===== config.mk =====
export PLATFORM = sky130hd
export DESIGN_NAME = gtx_prbs_check_ctrl
export DESIGN_NICKNAME = d
export VERILOG_FILES = /design/src/rtl/gtx_prbs_check_ctrl_pkg.sv /design/src/rtl/gtx_prbs_check_ctrl_lfsr.sv /design/src/rtl/gtx_prbs_check_ctrl.sv
export SDC_FILE = /design/constraint.sdc
export NUM_CORES = 1
export LEC_CHECK = 0
export ABC_AREA = 1
export CELL_PAD_IN_SITES_DETAIL_PLACEMENT = 0
export CELL_PAD_IN_SITES_GLOBAL_PLACEMENT = 1
export CORE_MARGIN = 5
export CORE_UTILIZATION = 38
export DETAILED_ROUTE_END_ITERATION = 10
export PLACE_DENSITY_LB_ADDON = 0.1
export SYNTH_ARGS = -nofsm -noshare
export SYNTH_HDL_FRONTEND = slang
export SYNTH_HIERARCHICAL = 1
export SYNTH_SLANG_ARGS = --single-unit

===== constraint.sdc =====
create_clock -name CLK -period 1.93 [get_ports CLK]
set_input_delay 0.2895 -clock CLK [delete_from_list [all_inputs] [get_ports CLK]]
set_output_delay 0.2895 -clock CLK [all_outputs]
set_load 0.01 [all_outputs]

===== src/rtl/gtx_prbs_check_ctrl_pkg.sv =====
// Shared GTX link constants: word/counter widths, the PRBS-24 seed and taps,
// the checker state encoding and small arithmetic helpers.
package gtx_prbs_check_ctrl_pkg;

    localparam int GTX_WORD_W  = 24;
    localparam int GTX_CNT_W   = 16;
    localparam int GTX_MATCH_W = 4;

    // Transmitter seed; the receive LFSR restarts from the same value.
    localparam logic [GTX_WORD_W-1:0] GTX_INIT_FILL = 24'h4DB62E;

    // Feedback taps x^24 + x^23 + x^22 + x^17 (bits 23, 22, 21, 16).
    localparam logic [GTX_WORD_W-1:0] GTX_LFSR_TAPS = 24'hE10000;

    typedef enum logic [1:0] {
        ST_IDLE = 2'd0,
        ST_ARM  = 2'd1,
        ST_HUNT = 2'd2,
        ST_RUN  = 2'd3
    } state_t;

    function automatic logic [GTX_CNT_W-1:0] sat_inc16(input logic [GTX_CNT_W-1:0] v);
        return (v == {GTX_CNT_W{1'b1}}) ? v : v + 16'd1;
    endfunction

    // One word step: 24 serial shifts, new bit enters at bit 0.
    function automatic logic [GTX_WORD_W-1:0] lfsr_step24(input logic [GTX_WORD_W-1:0] s);
        logic [GTX_WORD_W-1:0] r;
        r = s;
        for (int i = 0; i < GTX_WORD_W; i++) begin
            r = {r[GTX_WORD_W-2:0], ^(r & GTX_LFSR_TAPS)};
        end
        return r;
    endfunction

endpackage


===== src/rtl/gtx_prbs_check_ctrl_lfsr.sv =====
// Expected-data generator: PRBS-24 LFSR advancing one full word per CE.
module gtx_lfsr_r24_c160
    import gtx_prbs_check_ctrl_pkg::*;
#(
    parameter logic [GTX_WORD_W-1:0] INIT_FILL = GTX_INIT_FILL
) (
    input  logic                  CLK,
    input  logic                  RST,
    input  logic                  CE,
    output logic [GTX_WORD_W-1:0] DATA
);

    logic [GTX_WORD_W-1:0] lfsr_q;
    logic [GTX_WORD_W-1:0] lfsr_d;

    // Advance by one word when enabled, otherwise hold.
    always_comb begin
        lfsr_d = lfsr_q;
        if (CE) begin
            lfsr_d = lfsr_step24(lfsr_q);
        end
    end

    // LFSR register; reset reloads the seed.
    always_ff @(posedge CLK or posedge RST) begin
        if (RST) begin
            lfsr_q <= INIT_FILL;
        end else begin
            lfsr_q <= lfsr_d;
        end
    end

    assign DATA = lfsr_q;

endmodule


===== src/rtl/gtx_prbs_check_ctrl.sv =====
// PRBS-24 receive checker controller: hunts for word alignment against a local
// LFSR, then counts checked and mismatching words for a bounded or open run.
//
// state   | meaning
// ST_IDLE | no test; counters hold last results
// ST_ARM  | one cycle: LFSR reloaded to seed, incoming word ignored
// ST_HUNT | comparing words until SYNC_CNT consecutive matches
// ST_RUN  | locked; counting words and errors, no re-sync
module gtx_prbs_check_ctrl
    import gtx_prbs_check_ctrl_pkg::*;
#(
    parameter logic [GTX_WORD_W-1:0] INIT_FILL = GTX_INIT_FILL,
    parameter int unsigned           SYNC_CNT  = 4
) (
    input  logic                  CLK,
    input  logic                  RST,
    input  logic                  START,
    input  logic                  ABORT,
    input  logic [GTX_CNT_W-1:0]  RUN_LEN,
    input  logic                  RX_VLD,
    input  logic [GTX_WORD_W-1:0] RX_DATA,
    output logic [GTX_WORD_W-1:0] EXP_DATA,
    output logic                  BUSY,
    output logic                  LOCKED,
    output logic                  DONE,
    output logic [GTX_CNT_W-1:0]  WORD_CNT,
    output logic [GTX_CNT_W-1:0]  ERR_CNT
);

    localparam logic [GTX_MATCH_W-1:0] SYNC_LIM = GTX_MATCH_W'(SYNC_CNT);

    state_t                 state_q, state_d;
    logic [GTX_MATCH_W-1:0] match_cnt_q, match_cnt_d;
    logic [GTX_CNT_W-1:0]   word_cnt_q, word_cnt_d;
    logic [GTX_CNT_W-1:0]   err_cnt_q, err_cnt_d;
    logic [GTX_CNT_W-1:0]   run_len_q, run_len_d;
    logic                   done_q, done_d;
    logic                   arm_q, arm_d;

    logic                   adv;
    logic                   lfsr_rst;
    logic [GTX_WORD_W-1:0]  exp_data;
    logic                   rx_match;
    logic                   sync_hit;
    logic                   run_last;
    logic [GTX_MATCH_W-1:0] match_inc;
    logic [GTX_CNT_W-1:0]   word_inc;
    logic [GTX_CNT_W-1:0]   err_inc;

    assign rx_match  = (RX_DATA == exp_data);
    assign match_inc = match_cnt_q + 4'd1;
    assign sync_hit  = (match_inc == SYNC_LIM);
    assign word_inc  = sat_inc16(word_cnt_q);
    assign err_inc   = sat_inc16(err_cnt_q);
    assign run_last  = (run_len_q != '0) && (word_inc == run_len_q);

    // State register.
    always_ff @(posedge CLK or posedge RST) begin
        if (RST) begin
            state_q <= ST_IDLE;
        end else begin
            state_q <= state_d;
        end
    end

    // Next-state logic; ABORT overrides every transition.
    always_comb begin
        state_d = state_q;
        if (ABORT) begin
            state_d = ST_IDLE;
        end else begin
            case (state_q)
                ST_IDLE: if (START) state_d = ST_ARM;
                ST_ARM:  state_d = ST_HUNT;
                ST_HUNT: begin
                    if (RX_VLD) begin
                        if (!rx_match)     state_d = ST_ARM;
                        else if (sync_hit) state_d = ST_RUN;
                    end
                end
                ST_RUN:  if (RX_VLD && run_last) state_d = ST_IDLE;
                default: state_d = ST_IDLE;
            endcase
        end
    end

    // Counter, run-length, LFSR-advance and completion next values.
    always_comb begin
        match_cnt_d = match_cnt_q;
        word_cnt_d  = word_cnt_q;
        err_cnt_d   = err_cnt_q;
        run_len_d   = run_len_q;
        done_d      = 1'b0;
        adv         = 1'b0;
        arm_d       = (state_d == ST_ARM);
        if (!ABORT) begin
            case (state_q)
                ST_IDLE: begin
                    if (START) begin
                        match_cnt_d = '0;
                        word_cnt_d  = '0;
                        err_cnt_d   = '0;
                        run_len_d   = RUN_LEN;
                    end
                end
                ST_HUNT: begin
                    if (RX_VLD) begin
                        if (rx_match) begin
                            adv         = 1'b1;
                            match_cnt_d = match_inc;
                        end else begin
                            match_cnt_d = '0;
                        end
                    end
                end
                ST_RUN: begin
                    if (RX_VLD) begin
                        adv        = 1'b1;
                        word_cnt_d = word_inc;
                        if (!rx_match) err_cnt_d = err_inc;
                        if (run_last)  done_d    = 1'b1;
                    end
                end
                default: ;
            endcase
        end
    end

    // Datapath registers.
    always_ff @(posedge CLK or posedge RST) begin
        if (RST) begin
            match_cnt_q <= '0;
            word_cnt_q  <= '0;
            err_cnt_q   <= '0;
            run_len_q   <= '0;
            done_q      <= 1'b0;
            arm_q       <= 1'b0;
        end else begin
            match_cnt_q <= match_cnt_d;
            word_cnt_q  <= word_cnt_d;
            err_cnt_q   <= err_cnt_d;
            run_len_q   <= run_len_d;
            done_q      <= done_d;
            arm_q       <= arm_d;
        end
    end

    // State-decoded status outputs.
    always_comb begin
        BUSY   = (state_q != ST_IDLE);
        LOCKED = (state_q == ST_RUN);
    end

    assign DONE     = done_q;
    assign WORD_CNT = word_cnt_q;
    assign ERR_CNT  = err_cnt_q;
    assign EXP_DATA = exp_data;

    // arm_q is a flop output and is high for exactly the ARM cycle, so the
    // LFSR shows the seed throughout ARM and releases with CE low.
    assign lfsr_rst = RST | arm_q;

    gtx_lfsr_r24_c160 #(
        .INIT_FILL (INIT_FILL)
    ) u_lfsr (
        .CLK  (CLK),
        .RST  (lfsr_rst),
        .CE   (adv),
        .DATA (exp_data)
    );

endmodule


==> impl_metrics.tcl <==
set metrics [dict create \
    outcome "finished with violations" \
    violations "setup timing" \
    final_cells 1156 \
    grt.met2_usage 0.356 \
    p_comb_frac 0.529 \
    drv_slew 0 \
    grtUsageMet3 0.0289 \
    io_pins 104 \
    synth_cell_types 43 \
    wl_per_cell_um 15.8 \
    p_leak_uw 0.00407 \
    worstSetupStartpointType "register" \
    holdBufCountCts 0 \
    dieArea_sq_um 16800 \
    synth_compound_area_frac 0.0727 \
    fin_util 0.611 \
    syn-cell-area_sq_um 5440 \
    worst_slew_pin_slew_ps 508 \
    max_slew_margin 0.659 \
    drt-initial-drc-count 257 \
    busiest_layer "met2" \
    synth_top_family_by_area "simple AND/OR/NAND/NOR gates" \
    cp-end-kind "register" \
    antenna_found_initial 0 \
    via_count 5711 \
    arrival_ps 2380 \
    area_delta_synth_final_pct 56.6 \
    criticalPathCategory "register to register" \
    rsz0062_at_grt "yes" \
    wirelength_um 18300 \
    synth_xor_area_frac 0.127 \
    cap_viol_max_count 0 \
    port-buffer-count 103 \
    max_freq_ghz 0.466 \
    r2r_slack_ps -210 \
    hp-class "primary input to async pin" \
    cts.sinks 80 \
    multi_input_area_sq_um 3440 \
    gp_congestion 0.906 \
    synthAdderAreaFrac 0.00690 \
    antenna_left 0 \
    clk_pin_slew_ps 60 \
    worstReg2RegEnd "arm_q" \
    fin_crit_ps 2140 \
    skew_ps 6.73 \
    synth.avg_cell_area_sq_um 7.26 \
    muxShareOfSynthArea 0.00414 \
    fin_tns_setup_ps -4910 \
    h-tree-depth 3 \
    ctsLongestPathBuffers 2 \
    reg2regPathDepth 14 \
    synth_simple_gate_area_share 0.339 \
    initial_core_util 0.390 \
    drive_above_1_share 0.302 \
    final_nets 1020 \
    root_buffer "clkbuf_16" \
    power_switching_uw 3600 \
    grt_max_degree 32 \
    switching_share 0.399 \
    final.period_utilization 1.11 \
    clock_latency_ps 340 \
    power_density_nw_per_um2 1060 \
    holdWs_ps 376 \
    final-setup-viol-count 44 \
    first_global_vias 5679 \
    fillers 1281 \
    p_seq_frac 0.260 \
    grt_pass1_wl_um 28900 \
    route.detailed.drc 0 \
    synth_warnings 6 \
    timing.rr.start "u_lfsr/DATA[16]" \
    p_int_uw 5420 \
    grt_use_met1 0.301 \
    regArea_sq_um 2020 \
    via_per_inst 4.94 \
    critPathMaxFanout 2 \
    clock_power_share 0.211 \
    synth-seq-area-share 0.371 \
    firstDrtPassIters 5 \
    layout_setup_ws_ps -215 \
    critPathRequiredTime_ps 2170 \
    syn_nets 797 \
    cts_buffers 9 \
    grt_usage 0.217 \
    dieWidth_um 130 \
    hold_viol 0 \
    rows 43 \
    die_y_um 130 \
    grt_remaining_overflow 0 \
    syn_inst 749 \
    placedCellCount 1117 \
    antennaDiodeCount 0 \
    hpwlAfterDp_um 13400 \
    synth_seq_cells 80 \
    ir_drop_mv 0.797 \
    tritoncts "yes" \
    core_sq_um 13900 \
]
-- final cells by class --
class	instances	share of cell area
tap	180	0.0264
clock inverter	3	0.00764
timing repair buffer	228	0.250
timing repair inverter	2	0.00323
sequential	80	0.237
clock buffer	12	0.0301
multi-input combinational	561	0.404
inverter	90	0.0417
-- cells in the final DEF (no fill, tap or decap), types with 3 or more instances in the layout --
master,Yosys,routed
o21ai_2,0,15
xnor2_1,38,36
buf_4,1,108
clkdlybuf4s50_1,0,102
buf_12,0,3
nand2_4,2,11
dfstp_2,13,13
inv_1,87,84
dfrtp_2,0,4
xor2_1,39,37
dfrtp_1,67,63
nor4_1,3,3
a21oi_1,20,16
o21ai_1,11,12
xor2_2,1,3
nand4_1,20,20
nor2_2,7,13
buf_8,0,4
buf_6,2,7
nand3_1,75,59
o22ai_1,4,4
nor3_1,8,6
inv_2,2,4
or2_2,8,8
a21oi_2,1,5
nor2_1,62,51
o21ai_0,29,13
buf_16,0,3
nor2_4,3,8
nand2_1,199,161
clkbuf_16,0,9
nand2_2,8,37
nand3_2,4,17
nand3_4,0,3
-- synthesized netlist by cell type, drive strengths merged --
cell       n  share of area
a21oi     21          0.020
and2       1         0.0012
buf        8         0.0099
clkbuf    10         0.0069
dfrtp     67           0.31
dfstp     13          0.063
ha         3         0.0069
inv       90          0.063
mux2       2         0.0041
nand2    209           0.15
nand3     79          0.076
nand3b     2         0.0028
nand4     20          0.023
nor2      73          0.061
nor3       9         0.0092
nor4       3         0.0035
o2111ai    1         0.0016
o211a      1         0.0018
o211ai     2         0.0037
o21ai     40          0.037
o21bai     3         0.0041
o22ai      4         0.0046
or2       10          0.012
xnor2     38          0.061
xor2      40          0.066
-- worst max-delay path, cell delays in order, from the launching register on --
cell	delay (ps)
dfstp_2	540
xor2_1	60
nor2_1	150
nand4_1	190
nor2_2	180
buf_4	130
buf_4	90
buf_4	90
buf_4	90
buf_4	90
o211ai_1	70
a21oi_1	160
nand2_1	90
nand2_2	80
nor2_2	40
-- per-layer routing --
metal / up-vias / part of all wire
met4: 0 / 0.013
met1: 2729 / 0.46
met2: 119 / 0.48
met5: - / 0
met3: 16 / 0.045
li1: 2847 / -
-- through the flow --
stage / total power, uW / worst slack (ps) / area (sq um)
2_1_floorplan: 5010 / -83.5 / 5500
3_3_place_gp: 6630 / -530 / 7440
3_5_place_dp: 6680 / -570 / 7440
4_1_cts: 8820 / -198 / 8170
5_1_grt: 9610 / -371 / 8520
6_report: 9020 / -215 / 8520
-- worst max-delay path by stage --
stage | end | slack (ps) | from
2_1_floorplan | u_lfsr/DATA[14] | -80 | u_lfsr/DATA[3]
3_5_place_dp | u_lfsr/DATA[6] | -570 | RX_DATA[16]
4_1_cts | u_lfsr/DATA[8] | -200 | u_lfsr/DATA[16]
5_1_grt | u_lfsr/DATA[8] | -370 | u_lfsr/DATA[16]
3_3_place_gp | u_lfsr/DATA[8] | -530 | RX_DATA[16]
6_report | arm_q | -210 | u_lfsr/DATA[16]
-- state kept, by name (all words and copies together) (netlist names) --
register,count
arm_q,1
WORD_CNT,16
ERR_CNT,16
u_lfsr/DATA,24
match_cnt_q,4
state_q,2
DONE,1
run_len_q,16
-- logic make-up (layout without fill, tap and decap cells) --
| group | count (synthesis) | after routing |
|---|---|---|
| AO/OA/AOI/OAI | 72 | 72 |
| XOR/XNOR | 78 | 78 |
| adder cells (fa/ha/maj) | 3 | 3 |
| buffers and inverters | 108 | 335 |
| flip-flops | 80 | 80 |
| multiplexers | 2 | 2 |
| AND/OR/NAND/NOR | 406 | 406 |
-- power by group through the flow --
stage / Sequential, uW / Combinational, uW / Clock, uW
3_5_place_dp: 2380 / 4300 / 0
2_1_floorplan: 2660 / 2350 / 0
3_3_place_gp: 2380 / 4260 / 0
5_1_grt: 2400 / 5210 / 2000
4_1_cts: 2350 / 4540 / 1940
6_report: 2350 / 4770 / 1900
-- timing repair --
action                                  CTS  global route
gates cloned                              5             2
endpoints found under the setup margin   44            49
resized for setup                        60            92
buffers inserted                         20             7
pin swaps                                30            40
No activity file was read; power rests on OpenSTA's default activity.
